File: src/rtl/column_bypass_multiplier_param.sv
// Iterative multiplier that adds only the non-zero columns of |a| (one set bit per cycle).
// Optional build macro CBM_EARLY_ZERO_EN: a zero operand at acceptance skips RUN entirely.
module column_bypass_multiplier_param #(
  parameter int unsigned WIDTH    = 32,
  parameter int unsigned RD_IDX_W = 5
) (
  input  logic                clk_i,
  input  logic                rst_i,
  input  logic                start_i,
  input  logic                flush_i,
  input  logic [1:0]          op_i,
  input  logic [WIDTH-1:0]    op_a_i,
  input  logic [WIDTH-1:0]    op_b_i,
  input  logic [RD_IDX_W-1:0] rd_idx_i,
  output logic                busy_o,
  output logic                done_o,
  output logic [WIDTH-1:0]    result_o,
  output logic [RD_IDX_W-1:0] result_rd_idx_o
);

  localparam int unsigned PW   = 2 * WIDTH;
  localparam int unsigned IdxW = $clog2(WIDTH);

  typedef enum logic [1:0] {StIdle, StRun, StDone} state_e;

  state_e              r_state;
  logic [WIDTH-1:0]    r_mag_a;
  logic [WIDTH-1:0]    r_mag_b;
  logic                r_sign;
  logic [1:0]          r_op;
  logic [RD_IDX_W-1:0] r_rd_idx;
  logic [PW-1:0]       r_acc;
  logic [WIDTH-1:0]    r_result;
  logic [RD_IDX_W-1:0] r_result_rd_idx;

  logic                w_accept_state;
  logic                w_a_neg;
  logic                w_b_neg;
  logic [WIDTH-1:0]    w_mag_a;
  logic [WIDTH-1:0]    w_mag_b;
  logic                w_skip_run;
  logic [WIDTH-1:0]    w_lowest;
  logic [WIDTH-1:0]    w_mag_a_next;
  logic [IdxW-1:0]     w_idx;
  logic [PW-1:0]       w_addend;
  logic [PW-1:0]       w_acc_sum;
  logic [PW-1:0]       w_prod;
  logic [WIDTH-1:0]    w_res;
  logic                w_last;

  assign w_accept_state = (r_state == StIdle) || (r_state == StDone);

  // a is signed for MULH/MULHSU, b only for MULH
  assign w_a_neg = ((op_i == 2'd1) || (op_i == 2'd2)) && op_a_i[WIDTH-1];
  assign w_b_neg = (op_i == 2'd1) && op_b_i[WIDTH-1];
  assign w_mag_a = w_a_neg ? -op_a_i : op_a_i;
  assign w_mag_b = w_b_neg ? -op_b_i : op_b_i;

`ifdef CBM_EARLY_ZERO_EN
  assign w_skip_run = (op_a_i == '0) || (op_b_i == '0);
`else
  assign w_skip_run = (w_mag_a == '0);
`endif

  assign w_lowest     = r_mag_a & -r_mag_a;
  assign w_mag_a_next = r_mag_a & ~w_lowest;
  assign w_last       = (w_mag_a_next == '0);

  always_comb begin
    w_idx = '0;
    for (int i = int'(WIDTH) - 1; i >= 0; i--) begin
      if (r_mag_a[i]) w_idx = IdxW'(i);
    end
  end

  assign w_addend  = PW'(r_mag_b) << w_idx;
  assign w_acc_sum = r_acc + w_addend;
  assign w_prod    = r_sign ? -w_acc_sum : w_acc_sum;
  assign w_res     = (r_op == 2'd0) ? w_prod[WIDTH-1:0] : w_prod[PW-1:WIDTH];

  always_ff @(posedge clk_i) begin
    if (rst_i) begin
      r_state         <= StIdle;
      r_mag_a         <= '0;
      r_mag_b         <= '0;
      r_sign          <= 1'b0;
      r_op            <= 2'd0;
      r_rd_idx        <= '0;
      r_acc           <= '0;
      r_result        <= '0;
      r_result_rd_idx <= '0;
    end else if (flush_i) begin
      r_state <= StIdle;
    end else begin
      unique case (r_state)
        StIdle, StDone: begin
          if (start_i && w_accept_state) begin
            r_mag_a  <= w_mag_a;
            r_mag_b  <= w_mag_b;
            r_sign   <= w_a_neg ^ w_b_neg;
            r_op     <= op_i;
            r_rd_idx <= rd_idx_i;
            r_acc    <= '0;
            if (w_skip_run) begin
              // Product is zero, so the sign cannot matter
              r_state         <= StDone;
              r_result        <= '0;
              r_result_rd_idx <= rd_idx_i;
            end else begin
              r_state <= StRun;
            end
          end else begin
            r_state <= StIdle;
          end
        end
        StRun: begin
          r_acc   <= w_acc_sum;
          r_mag_a <= w_mag_a_next;
          if (w_last) begin
            r_state         <= StDone;
            r_result        <= w_res;
            r_result_rd_idx <= r_rd_idx;
          end
        end
        default: r_state <= StIdle;
      endcase
    end
  end

  assign busy_o          = (r_state == StRun);
  assign done_o          = (r_state == StDone);
  assign result_o        = r_result;
  assign result_rd_idx_o = r_result_rd_idx;

endmodule

File: config.mk
export PLATFORM = sky130hd
export DESIGN_NAME = column_bypass_multiplier_param
export DESIGN_NICKNAME = d
export VERILOG_FILES = /design/src/rtl/column_bypass_multiplier_param.sv
export SDC_FILE = /design/constraint.sdc
export NUM_CORES = 1
export LEC_CHECK = 0
export ABC_AREA = 1
export BUFFER_PORTS_ARGS = -buffer_cell sky130_fd_sc_hd__buf_2
export CORE_MARGIN = 4
export CORE_UTILIZATION = 25
export DETAILED_ROUTE_END_ITERATION = 8
export PLACE_DENSITY_LB_ADDON = 0.2
export SYNTH_ARGS = -nofsm -noshare
export SYNTH_HDL_FRONTEND = slang
export SYNTH_SLANG_ARGS = --single-unit
export TNS_END_PERCENT = 50
File: constraint.sdc
create_clock -name clk_i -period 8.1 [get_ports clk_i]
set_input_delay 0 -clock clk_i [delete_from_list [all_inputs] [get_ports clk_i]]
set_output_delay 0 -clock clk_i [all_outputs]
set_load 0.05 [all_outputs]
==> results.md <==
* Status: finished, final reports clean
* Horizontal extent of the die at 275 µm
* Core Area at 0.0703 mm²
* Largest vdd supply drop at roughly 0.00017 V
* Min-Delay Startpoint: op_a_i[10]
* Fraction of registers with async set or reset after synthesis at 0
* Die area at 0.0755 mm²
* Fraction of the yosys area taken by sequential cells at 0.197
* GP Congestion at a little over 0.9
* Max-cap viol count at 0
* Maximum cell stage delay along the critical path at 0.71 ns
* Number of violations reported at the end of detailed-routing iteration 0 at 1470
* Worst slew pin tran at 0.981 ns
* Post-synth EDFFs at 0
* Post-layout nets at 3326
* Setup repair after global routing missed its margin: false
* Via total after detailed routing at 20100
* Psw at 0.00242 W
* Maximum clock skew at final layout at roughly 0.015 ns
* Clock Sinks at 175
* Total Negative Setup Slacks at 0 ns
* Largest net degree at the start of global routing at slightly above 80
* Library cell with the highest instance count after synthesis: nand2_1
* Cell Count, Final, Fillers Out at 4137
* Areal power density over the cells at 218 mW/mm²
* Root Buffer Master: clkbuf_16
* Worst-case clock buffer depth at 2
* Post-route minimum period at 7.35 ns
* Total Routed Length at 71300 µm
* Timing startpoint of the critical path: r_mag_a[30]
* Internal at 0.00209 W
* Clock H-tree levels at 4
* Via count of the first global-routing pass at 19000
* Share of power burned in combinational logic at 0.601
* Number of antenna violations at the first check in global routing at 0
* Most frequently used flop master after synthesis: dfxtp_1
* Largest driver fanout on the critical path at 30
* Clock latency at the later pin of the worst-skew pair at 0.50 ns
* Number of clock buffers inserted by TritonCTS at 17
* I/O pin cnt at 114
* Count of endpoints failing hold in the final timing report at 0
* F_max at 136 MHz
* Clock power share at 0.192
* Hold crit path type: input port to flop
* Post-CTS setup buffer count at 0
* Setup crit start kind: flop
* Reg-to-reg critical path startpoint: r_mag_a[30]
* Clock tree from TritonCTS: done
* Static leakage power at 9.33 nW
* Post-Synthesis Net Count at 3214
* Effective utilization at floorplan at 0.253
* Final std cell area, no fill at 0.0207 mm²
* Final HPWL DP at around 57000 µm
* Final critical-path share of the clock period at 0.908
* Crit path top cell by count: nand2_1
* Worst path slowest cell: xnor2_1
* Wire length of the first global-routing pass at 112000 µm
* Layout-stage area growth over the synthesis result at 16.2%
* Top area cells in the synthesized netlist: dfxtp_1, nand2_1, nand3_1
* Mean routed wirelength per cell at 17.2 µm
* Post-synthesis instance area at 0.0178 mm²
* Buffers on Ports at 113
* Remaining antenna violation count at 0
* Final-report max-slew violation count at 0
* Leading area contributor after synthesis: dfxtp_1
* Mapped Cells at slightly above 3000
* Pre-antenna DRT Iters at 6
* Average vias per placed instance at 4.86
* Required arrival time at the worst endpoint at about 8.5 ns
* Row cnt at a little under 100
* Overall routing resource usage at 0.188
* Number of synthesized register bits at about 180
* Critical path data arrival time at 7.71 ns
* Share of total power in sequential cells at 0.207
* Mean Syn Cell Area at 5.80 µm²
* Clock-pin transition on the worst setup and hold timing paths at 0.08 ns
* Die H at 275 µm
* Worst rel slew slack at 0.346
* Number of unique standard cell types used by synthesis at between 60 and 70
* Remaining DRCs at 0
* Area post-placement at 0.0194 mm²
* Warning count from the yosys run at 0
* Share of the synthesized area in the top cell type at 0.197
* Most numerous cell types in the synthesized netlist: nand2_1, inv_1, nor2_1
* Switching share of total power at 0.536
* Number of placed instances with taps included at 4038
* Share of layout cells above drive strength 1 at 0.101
* Final count of negative-setup-slack endpoints at 0
* Path type of the worst setup path: flop to flop
* Crit path capture type: flop
* Total grt overflow at 0
==> worst max-delay path, delay by kind of cell, from the launching register on <==
family	cells	cell delay, ns
compound gates	7	1.45
xor+xnor	1	0.71
fa+ha+maj	1	0.37
buf+inv	4	0.52
flops	1	0.33
simple gates	47	3.82
==> routing by layer <==
layer	part of all wire	vias up	GRT usage
met2	0.44	472	0.298
li1	-	10400	-
met5	0	-	0
met1	0.50	9210	0.269
met4	0.020	0	0.0486
met3	0.041	73	0.0224
==> cell type report <==
class | count | area [µm²]
fill | 8095 | 49600
multi-input combinational | 2423 | 12600
sequential | 175 | 3500
timing repair buffer | 217 | 1530
inverter | 349 | 1310
tap | 940 | 1180
clock buffer | 18 | 439
clock inverter | 14 | 143
antenna | 1 | 2.50
==> what timing repair did <==
action	4_1_cts	5_1_grt
setup endpoints to repair	0	2
hold buffers	66	0
endpoints found under the hold margin	66	0
gates resized for setup	0	1
==> cell usage in the layout, fill, tap and decap left out, drive strengths merged, types with 2 or more instances in the layout <==
master and instances:
a21boi 5, a21o 3, a21oi 297, a221oi 4
a31oi 34, and3 4, buf 151, clkbuf 18
clkinv 7, clkinvlp 2, dfxtp 175, dlygate4sd3 66
ha 67, inv 354, nand2 821, nand3 308
nand3b 7, nand4 33, nor2 346, nor3 57
nor3b 5, nor4 21, o2111ai 3, o211ai 14
o21a 10, o21ai 220, o21bai 8, o221ai 14
o311ai 4, o31ai 4, or2 17, xnor2 50
xor2 62
==> through the flow <==
| stage | total power (W) | util | hold slack [ns] | setup WS, ns |
|---|---|---|---|---|
| after CTS | 0.00451 | 0.294 | 0.00255 | 0.832 |
| after floorplan | 0.00277 | - | 0.0793 | 2.42 |
| after global routing | 0.00487 | 0.294 | 0.0491 | 0.0383 |
| after global placement | 0.00362 | 0.276 | 0.261 | 0.780 |
| after detailed placement | 0.00360 | 0.276 | 0.263 | 0.846 |
| final | 0.00451 | 0.294 | 0.0322 | 0.749 |
==> registers in the layout, summed over array words and instances, names as in the netlist <==
register         cells
result_rd_idx_o      5
r_sign               1
r_mag_b             32
result_o            32
r_mag_a             32
r_acc               64
r_op                 2
r_rd_idx             5
r_state              2
==> kinds of logic (layout without fill, tap and decap cells) <==
logic type	Yosys count	in the layout	share of synthesized area
AND/OR/NAND/NOR	1620	1620	0.397
AO/OA/AOI/OAI	623	623	0.199
buffers and inverters	473	598	0.101
flip-flops	175	175	0.197
XOR/XNOR	112	112	0.0585
adder cells (fa/ha/maj)	68	68	0.0482
other	0	1	0
==> final timing paths <==
kind	to	slack, ns	cells after the start
hold / removal	r_mag_a[10]	0.03	6
hold reg to reg	r_rd_idx[2]	0.46	2
setup / recovery	result_o[27]	0.75	60
setup reg to reg	result_o[27]	0.75	60
==> power groups by stage <==
stage / clock network (W) / registers (W) / logic (W)
after floorplan: 0 / 0.000952 / 0.00181
after global placement: 0 / 0.000952 / 0.00267
after detailed placement: 0 / 0.000952 / 0.00264
after CTS: 0.000899 / 0.000932 / 0.00268
after global routing: 0.000930 / 0.000938 / 0.00300
final: 0.000866 / 0.000932 / 0.00271
No activity file was read; power rests on OpenSTA's default activity.
